## config.mk

```make
export PLATFORM = sky130hd
export DESIGN_NAME = mips_cpu_muldiv_ctrl
export DESIGN_NICKNAME = d
export VERILOG_FILES = /design/src/rtl/mips_cpu_muldiv_ctrl.sv
export SDC_FILE = /design/constraint.sdc
export NUM_CORES = 1
export LEC_CHECK = 0
export ABC_AREA = 1
export CAP_MARGIN = 5
export CORE_ASPECT_RATIO = 1.25
export CORE_MARGIN = 3
export CORE_UTILIZATION = 30
export CTS_CLUSTER_DIAMETER = 80
export CTS_CLUSTER_SIZE = 8
export DETAILED_ROUTE_END_ITERATION = 7
export DONT_BUFFER_PORTS = 1
export SLEW_MARGIN = 20
export SYNTH_ARGS = -nofsm -noshare
export SYNTH_HDL_FRONTEND = slang
export SYNTH_SLANG_ARGS = --single-unit
```

## constraint.sdc

```tcl
create_clock -name clk -period 2.55 [get_ports clk]
set_input_delay 0.765 -clock clk [delete_from_list [all_inputs] [get_ports clk]]
set_output_delay 0.765 -clock clk [all_outputs]
set_load 0.01 [all_outputs]
```

## src/rtl/mips_cpu_muldiv_ctrl.sv

```systemverilog
// Issue/sequencing controller in front of the HI/LO multiply-divide unit.
// Accepts HI/LO-class SPECIAL instructions, drives the unit, and stalls until the HI/LO write is done.
module mips_cpu_muldiv_ctrl #(
   parameter int MUL_CYCLES  = 2,
   parameter int DIV_TIMEOUT = 48
) (
   input  logic        clk,
   input  logic        reset,
   input  logic        instr_valid,
   input  logic        is_special,
   input  logic [5:0]  funct,
   input  logic [31:0] rs_data,
   input  logic [31:0] rt_data,
   output logic        stall,
   output logic [5:0]  unit_opcode,
   output logic [31:0] unit_a,
   output logic [31:0] unit_b,
   output logic        unit_valid_in,
   input  logic        unit_valid_out,
   input  logic [31:0] hi_in,
   input  logic [31:0] lo_in,
   output logic [31:0] mf_data,
   output logic        mf_valid,
   output logic        div_err
);

   localparam int CNT_MAX = (MUL_CYCLES > DIV_TIMEOUT) ? MUL_CYCLES : DIV_TIMEOUT;
   localparam int CNT_W   = $clog2(CNT_MAX + 1);

   localparam logic [CNT_W-1:0] MUL_LOAD = CNT_W'(MUL_CYCLES - 1);
   localparam logic [CNT_W-1:0] DIV_LAST = CNT_W'(DIV_TIMEOUT - 1);

   localparam logic [5:0] F_MFHI  = 6'b010000;
   localparam logic [5:0] F_MTHI  = 6'b010001;
   localparam logic [5:0] F_MFLO  = 6'b010010;
   localparam logic [5:0] F_MTLO  = 6'b010011;
   localparam logic [5:0] F_MULT  = 6'b011000;
   localparam logic [5:0] F_MULTU = 6'b011001;
   localparam logic [5:0] F_DIV   = 6'b011010;
   localparam logic [5:0] F_DIVU  = 6'b011011;

   localparam logic [2:0] S_IDLE      = 3'd0;
   localparam logic [2:0] S_MT        = 3'd1;
   localparam logic [2:0] S_MUL       = 3'd2;
   localparam logic [2:0] S_DIV_START = 3'd3;
   localparam logic [2:0] S_DIV_RUN   = 3'd4;
   localparam logic [2:0] S_DIV_DRAIN = 3'd5;

   logic [2:0]       state_q, state_d;
   logic [5:0]       opcode_q, opcode_d;
   logic [31:0]      a_q, a_d;
   logic [31:0]      b_q, b_d;
   logic             vin_q, vin_d;
   logic [CNT_W-1:0] cnt_q, cnt_d;
   logic             err_q, err_d;
   logic             accept;

   assign accept = (state_q == S_IDLE) && instr_valid && is_special;

   always_comb begin
      state_d  = state_q;
      opcode_d = opcode_q;
      a_d      = a_q;
      b_d      = b_q;
      vin_d    = vin_q;
      cnt_d    = cnt_q;
      err_d    = err_q;
      case (state_q)
         S_IDLE: begin
            if (accept) begin
               case (funct)
                  F_MTHI, F_MTLO: begin
                     a_d      = rs_data;
                     opcode_d = funct;
                     state_d  = S_MT;
                  end
                  F_MULT, F_MULTU: begin
                     a_d      = rs_data;
                     b_d      = rt_data;
                     opcode_d = funct;
                     cnt_d    = MUL_LOAD;
                     state_d  = S_MUL;
                  end
                  F_DIV, F_DIVU: begin
                     a_d      = rs_data;
                     b_d      = rt_data;
                     opcode_d = funct;
                     vin_d    = 1'b1;
                     state_d  = S_DIV_START;
                  end
                  default: ;
               endcase
            end
         end
         S_MT: begin
            state_d  = S_IDLE;
            opcode_d = 6'b000000;
            vin_d    = 1'b0;
         end
         S_MUL: begin
            if (cnt_q == '0) begin
               state_d  = S_IDLE;
               opcode_d = 6'b000000;
               vin_d    = 1'b0;
            end else begin
               cnt_d = cnt_q - CNT_W'(1);
            end
         end
         // unit_valid_out may still be high from the previous divide here, so it is not looked at
         S_DIV_START: begin
            state_d = S_DIV_RUN;
            vin_d   = 1'b0;
            cnt_d   = '0;
         end
         S_DIV_RUN: begin
            if (unit_valid_out) begin
               state_d = S_DIV_DRAIN;
            end else if (cnt_q == DIV_LAST) begin
               state_d  = S_IDLE;
               opcode_d = 6'b000000;
               vin_d    = 1'b0;
               err_d    = 1'b1;
            end else begin
               cnt_d = cnt_q + CNT_W'(1);
            end
         end
         S_DIV_DRAIN: begin
            state_d  = S_IDLE;
            opcode_d = 6'b000000;
            vin_d    = 1'b0;
         end
         default: begin
            state_d  = S_IDLE;
            opcode_d = 6'b000000;
            vin_d    = 1'b0;
         end
      endcase
   end

   always_ff @(posedge clk) begin
      if (reset) begin
         state_q  <= S_IDLE;
         opcode_q <= 6'b000000;
         a_q      <= '0;
         b_q      <= '0;
         vin_q    <= 1'b0;
         cnt_q    <= '0;
         err_q    <= 1'b0;
      end else begin
         state_q  <= state_d;
         opcode_q <= opcode_d;
         a_q      <= a_d;
         b_q      <= b_d;
         vin_q    <= vin_d;
         cnt_q    <= cnt_d;
         err_q    <= err_d;
      end
   end

   // mfhi/mflo complete in the accept cycle without touching the FSM
   always_comb begin
      mf_valid = 1'b0;
      mf_data  = '0;
      if (accept && (funct == F_MFHI)) begin
         mf_valid = 1'b1;
         mf_data  = hi_in;
      end else if (accept && (funct == F_MFLO)) begin
         mf_valid = 1'b1;
         mf_data  = lo_in;
      end
   end

   assign stall         = (state_q != S_IDLE);
   assign unit_opcode   = opcode_q;
   assign unit_a        = a_q;
   assign unit_b        = b_q;
   assign unit_valid_in = vin_q;
   assign div_err       = err_q;

endmodule

```

==> results.yml, run 1 <==
status:
  outcome: "completed"
cts:
  cts_tree: "done"
  cts.clk_slew.worst_paths_ns: 0.06
  clkSinkCount: 81
  htree_levels: 3
  clk_latency_ns: 0.33
  clock_path_buffers: 2
  cts_made_buffers: 9
  ctsRootBufferMaster: "clkbuf_16"
  holdBufCountCts: 0
route:
  via_per_inst: 5.01
  drt_iter0_markers: 150
  drc_errors: 0
  drt_first_pass_iters: 4
  routed-via-count: 3776
  wl_per_cell_microns: 15.8
  detail-route-antenna-nets: 0
  routed_wl_microns: 11900
cells_and_area:
  fin_nets: 728
  layout-drive-gt1-share_pct: 16.8
  nFillCells: 1249
  final_cells: 754
  area.growth.synth_to_final_pct: 23.9
  fin_util_pct: 38.7
placement:
  preCtsSetupSlack_ns: -0.0143
  port_buffers: 0
  dp_hpwl_microns: 8790
  gp_congestion: 0.802
  dp.cells: 731
setup_path:
  cp_common_cell: "nor2_4"
  worst_r2r_path_depth: 11
  reg2reg_from: "state_q[0]$_SDFFE_PP0P_"
  worstPathRequired_ns: 1.79
  worstPathArrival_ns: 1.77
  path_cells: "nor2_4 > nand2_4 > nor2_4 > nand4_1 > buf_6 > clkbuf_16 > o22ai_1 > buf_4"
  start_kind: "register"
  end_kind: "output port"
  critPathSlowestCell: "dfxtp_4"
  slowest_delay_ns: 0.36
  r2r_end: "cnt_q[5]$_SDFFE_PP0P_"
  crit_type: "register to output port"
  rrSetupSlack_ns: 0.69
  cp_max_fo: 8
synth:
  synthDistinctLibCells: 37
  ys_seq_elements: 81
  avgSynthCellArea_sq_um: 6.96
  synthArstFlopShare_pct: 0
  synth_nets: 697
  synthFlopType: "dfxtp_1"
  netlist_area_sq_mm: 0.00385
  synth_edf_count: 0
  yosysSeqAreaShare_pct: 42.1
  yosysWarnings: 0
  syn_inst: 553
sta:
  final-hold-violation-count: 0
  tightest_slew_ns: 0.608
  hold_ws_ns: 0.480
  final-setup-viol-count: 0
  clock_skew_ns: 0.0101
  max_freq_mhz: 395
  period_needed_ns: 2.53
  maxSlewViolCount: 0
  rsz0062_at_grt: "yes"
  finalWorstSetupSlack_ns: 0.0179
  max_slew_margin_pct: 59.3
  finalCritPeriodShare_pct: 99.3
grt:
  grt_pass1_vias: 3517
  grt_max_degree: 44
  groute.usage.overall_pct: 15.1
  antenna_found_initial: 1
  grt_pass1_wl_microns: 17300
  grt_overflow_total: 0
die:
  io_pins: 245
  core_region_area_sq_mm: 0.0123
  rows: 45
  start_util_pct: 31.2
  die_h_microns: 133
  die_w_microns: 107
  dieArea_sq_mm: 0.0142
worst_hold_path:
  hold-path-cell-count: 2
  hp-class: "register to register"
  worstHoldStart: "cnt_q[5]$_SDFFE_PP0P_"
  hold_path_end: "cnt_q[5]$_SDFFE_PP0P_"
pwr:
  ir_worst_vdd_mv: 0.343
  p_total_mw: 3.85
  p_leak_nw: 2.17
  power_density_mw_per_mm2: 807
flow_run:
  max_cap_viol_count: 0
placed cells by master, fill, tap and decap left out, drive strengths merged:
cell	instances
a211oi	1
a21o	1
a21oi	13
and2	1
and3	2
buf	48
bufinv	2
clkbuf	12
clkinv	2
clkinvlp	1
dfxtp	81
diode	1
ha	5
inv	91
nand2	49
nand3	17
nand3b	2
nand4	2
nor2	120
nor3	33
nor4	1
o211ai	1
o21a	1
o21ai	67
o22ai	33
or2	1
xor2	2
worst max-delay path: cells and delay by family (launching register included):
kind                   cells  cell delay [ns]
and+or+nand+nor            4             0.49
AOI/OAI and AO/OA          1             0.12
buffers and inverters      3             0.48
DFF                        1             0.36
Yosys cell counts (2+ instances only):
master    number  area share, %
a21oi_1       12            1.6
and3_1         2           0.32
buf_2          4           0.52
buf_4          2           0.39
clkbuf_1      23            2.2
dfxtp_1       81             42
ha_1           5            1.6
inv_1         86            8.4
inv_2          2           0.20
inv_4          2           0.32
nand2_1       45            4.4
nand2_2        2           0.32
nand2_4        2           0.58
nand3_1       14            1.8
nand3_2        2           0.52
nand3b_1       2           0.39
nand4_1        2           0.32
nor2_1       115             11
nor2_4         4            1.2
nor3_1        32            4.2
o21ai_0       62            8.1
o21ai_1        4           0.52
o22ai_1       33            5.4
xor2_1         2           0.45
sequential cells by signal, indices dropped and copies added, names as in the netlist:
name,cells
cnt_q,6
div_err,1
state_q,3
unit_a,32
unit_b,32
unit_opcode,6
unit_valid_in,1
kinds of logic after synthesis:
kind of cell / share of synthesized area, %
and+or+nand+nor: 26.7
buffers and inverters: 12.3
AOI/OAI and AO/OA: 16.7
DFF: 42.1
adders and majority gates: 1.62
xor gates and xnor gates: 0.455
through the flow:
step / TNS (ns) / instance area (sq um)
finish: 0 / 4770
global route: -1.88 / 4770
CTS: 0 / 4610
detailed placement: -0.0308 / 4280
global placement: 0 / 4280
floorplan: 0 / 3850
repair_timing:
item,CTS,global route
endpoints found under the setup margin,8,33
pin swaps,1,2
buffers inserted,1,2
resized for setup,1,16
gates cloned,0,3
worst max path at each step:
stage | from | slack [ns] | cells after the start | endpoint
finish | state_q[0]$_SDFFE_PP0P_ | 0.02 | 8 | mf_data[12]
global route | state_q[0]$_SDFFE_PP0P_ | -0.09 | 8 | mf_data[12]
CTS | funct[4] | 0.03 | 8 | mf_data[18]
detailed placement | funct[4] | -0.01 | 8 | mf_data[18]
global placement | funct[4] | 0.04 | 8 | mf_data[12]
floorplan | funct[4] | 0.04 | 7 | mf_data[10]
cell type report:
class | instances | area (sq um) | area share [%]
Clock buffer | 10 | 229 | 4.80
Timing Repair Buffer | 50 | 443 | 9.28
Tap cell | 164 | 205 | 4.30
Multi-Input combinational cell | 352 | 1830 | 38.4
Clock inverter | 6 | 90.1 | 1.89
Sequential cell | 81 | 1630 | 34.1
Inverter | 90 | 343 | 7.19
Antenna cell | 1 | 2.50 | 0.0525
power breakdown:
group          switching (mW)  total, mW  internal, mW
logic                   0.662       1.02         0.353
registers               0.108       1.46          1.35
clock network           0.510       1.37         0.861
total                    1.28       3.85          2.57
routing by layer:
metal | track usage, % | vias to the layer above | part of all wire [%]
met3 | 4.98 | 16 | 9.0
met2 | 26.9 | 182 | 52
li1 | - | 1842 | -
met1 | 16.9 | 1736 | 37
met4 | 4.91 | 0 | 1.9
met5 | 0 | - | 0
No activity file was read; power rests on OpenSTA's default activity.
==> inputs of run 2 (changes only) <==
Settings changed: CORE_MARGIN 3 to default, CTS_CLUSTER_DIAMETER 80 to 100.
==> results.yml, run 2 (same netlist as run 1, synthesis figures left out) <==
grt:
  groute.usage.overall_pct: 15.4
  grt_pass1_wl_microns: 15700
  grt_overflow_total: 0
  antenna_found_initial: 1
  grt_max_degree: 40
  grt_pass1_vias: 3343
placement:
  port_buffers: 0
  gp_congestion: 0.837
  placed_area_sq_mm: 0.00426
  dp_hpwl_microns: 8150
sta:
  rsz0062_at_grt: "yes"
  final-setup-viol-count: 2
  clock_skew_ns: 0.00487
  finalWorstSetupSlack_ns: -0.0118
  max_slew_margin_pct: 36.1
  period_needed_ns: 2.56
  maxSlewViolCount: 0
  tightest_slew_ns: 0.958
  final-hold-violation-count: 0
  finalCritPeriodShare_pct: 100
  max_freq_mhz: 390
cells_and_area:
  fin_nets: 726
  final_cell_mix: "115 x nor2_1, 86 x inv_1, 80 x dfxtp_1, 62 x o21ai_0, 45 x nand2_1"
  area.growth.synth_to_final_pct: 23.7
  final_common_cell: "nor2_1"
  finalInstanceArea_sq_mm: 0.00476
  layout-drive-gt1-share_pct: 18.1
  fin_util_pct: 38.6
route:
  drc_errors: 0
  wl_per_cell_microns: 15.1
  routed-via-count: 3705
  drt_iter0_markers: 140
  drt_first_pass_iters: 4
  detail-route-antenna-nets: 0
  routed_wl_microns: 11300
  via_per_inst: 4.93
cts:
  cts_tree: "done"
  htree_levels: 3
  cts_made_buffers: 9
  ctsRootBufferMaster: "clkbuf_16"
  clock_path_buffers: 2
  clkSinkCount: 81
  cts.clk_slew.worst_paths_ns: 0.06
  clk_latency_ns: 0.34
  holdBufCountCts: 0
pwr:
  ir_worst_vdd_mv: 0.242
  p_sw_mw: 1.27
  swShare_pct: 35.0
  pwr-share-comb_pct: 27.9
  pwr-share-clk_pct: 31.9
  p_leak_nw: 2.15
  p_seq_share_pct: 40.3
  power_density_mw_per_mm2: 760
  internal-power_mw: 2.35
die:
  rows: 45
  start_util_pct: 31.2
  io_pins: 245
  core_region_area_sq_mm: 0.0123
  die_h_microns: 129
  die_w_microns: 103
  dieArea_sq_mm: 0.0133
status:
  violations: "setup timing"
  outcome: "complete, but fails checks"
setup_path:
  worstPathRequired_ns: 1.79
  crit_type: "register to output port"
  worstPathArrival_ns: 1.80
  end_kind: "output port"
  cp_max_fo: 16
  start_kind: "register"
worst_hold_path:
  hp-class: "register to register"
flow_run:
  max_cap_viol_count: 0
==> run 2: changes by cell type in the layout (fill, tap and decap cells not counted), moves of 2 or more <==
cell and change:
o22ai_1 -12, o22ai_2 +11, buf_4 -2, bufinv_16 -2
==> run 2: metal layers <==
| layer | vias to the layer above | share of wire, % | routed length (microns) | global-route usage, % |
|---|---|---|---|---|
| met5 | - | 0 | 0 | 0 |
| met4 | 0 | 3.5 | 393 | 8.70 |
| met3 | 21 | 7.8 | 886 | 4.83 |
| met2 | 178 | 51 | 5810 | 27.2 |
| met1 | 1674 | 37 | 4240 | 15.9 |
| li1 | 1832 | - | - | - |
==> run 2: what timing repair did <==
item	CTS	global route
pin swaps	2	3
buffers inserted	2	2
resized for setup	0	29
endpoints found under the setup margin	32	32
gates cloned	0	2
==> run 2: path summary, 6_finish.rpt <==
path                                         startpoint                      end  slack [ns]  depth (start not counted)
worst max register to register  state_q[0]$_SDFFE_PP0P_  unit_a[21]$_SDFFE_PP0P_        0.52                          9
worst max-delay path            state_q[0]$_SDFFE_PP0P_              mf_data[16]       -0.01                          8
worst min-delay path              cnt_q[5]$_SDFFE_PP0P_    cnt_q[5]$_SDFFE_PP0P_        0.48                          2
worst min register to register    cnt_q[5]$_SDFFE_PP0P_    cnt_q[5]$_SDFFE_PP0P_        0.48                          2
==> run 2: final cells by class <==
type                    instances  area (sq um)
repair buffers                 48           414
diodes                          1          2.50
multi-input cells             352          1910
well taps                     164           205
flip-flops and latches         81          1630
clock inverters                 5          33.8
clock buffers                  10           229
inverters                      90           343
fillers                      1256          7570
==> run 2: stage by stage <==
stage	cells	hold WS (ns)	total power, mW	setup TNS, ns	setup WS (ns)
floorplan	553	0.456	2.28	0	0.0364
global placement	729	0.467	2.43	0	0.112
detailed placement	729	0.476	2.46	0	0.0487
CTS	746	0.482	3.65	-0.0142	-0.00886
global route	751	0.485	3.85	-1.64	-0.0700
finish	751	0.481	3.62	-0.0127	-0.0118
==> run 2: critical path, cell delays in order (launching register included) <==
cell and delay [ns]:
dfxtp_4 0.36, nor2_4 0.13, nand2_4 0.13, nor2_4 0.16, nand4_1 0.11, buf_6 0.15, buf_12 0.16, o22ai_2 0.12
buf_4 0.15
==> run 2: power groups by stage <==
stage | clock network, mW | registers, mW | logic, mW
final | 1.15 | 1.46 | 1.01
after global routing | 1.24 | 1.47 | 1.14
after CTS | 1.19 | 1.45 | 0.998
after detailed placement | 0 | 1.48 | 0.977
after global placement | 0 | 1.48 | 0.946
after floorplan | 0 | 1.46 | 0.818
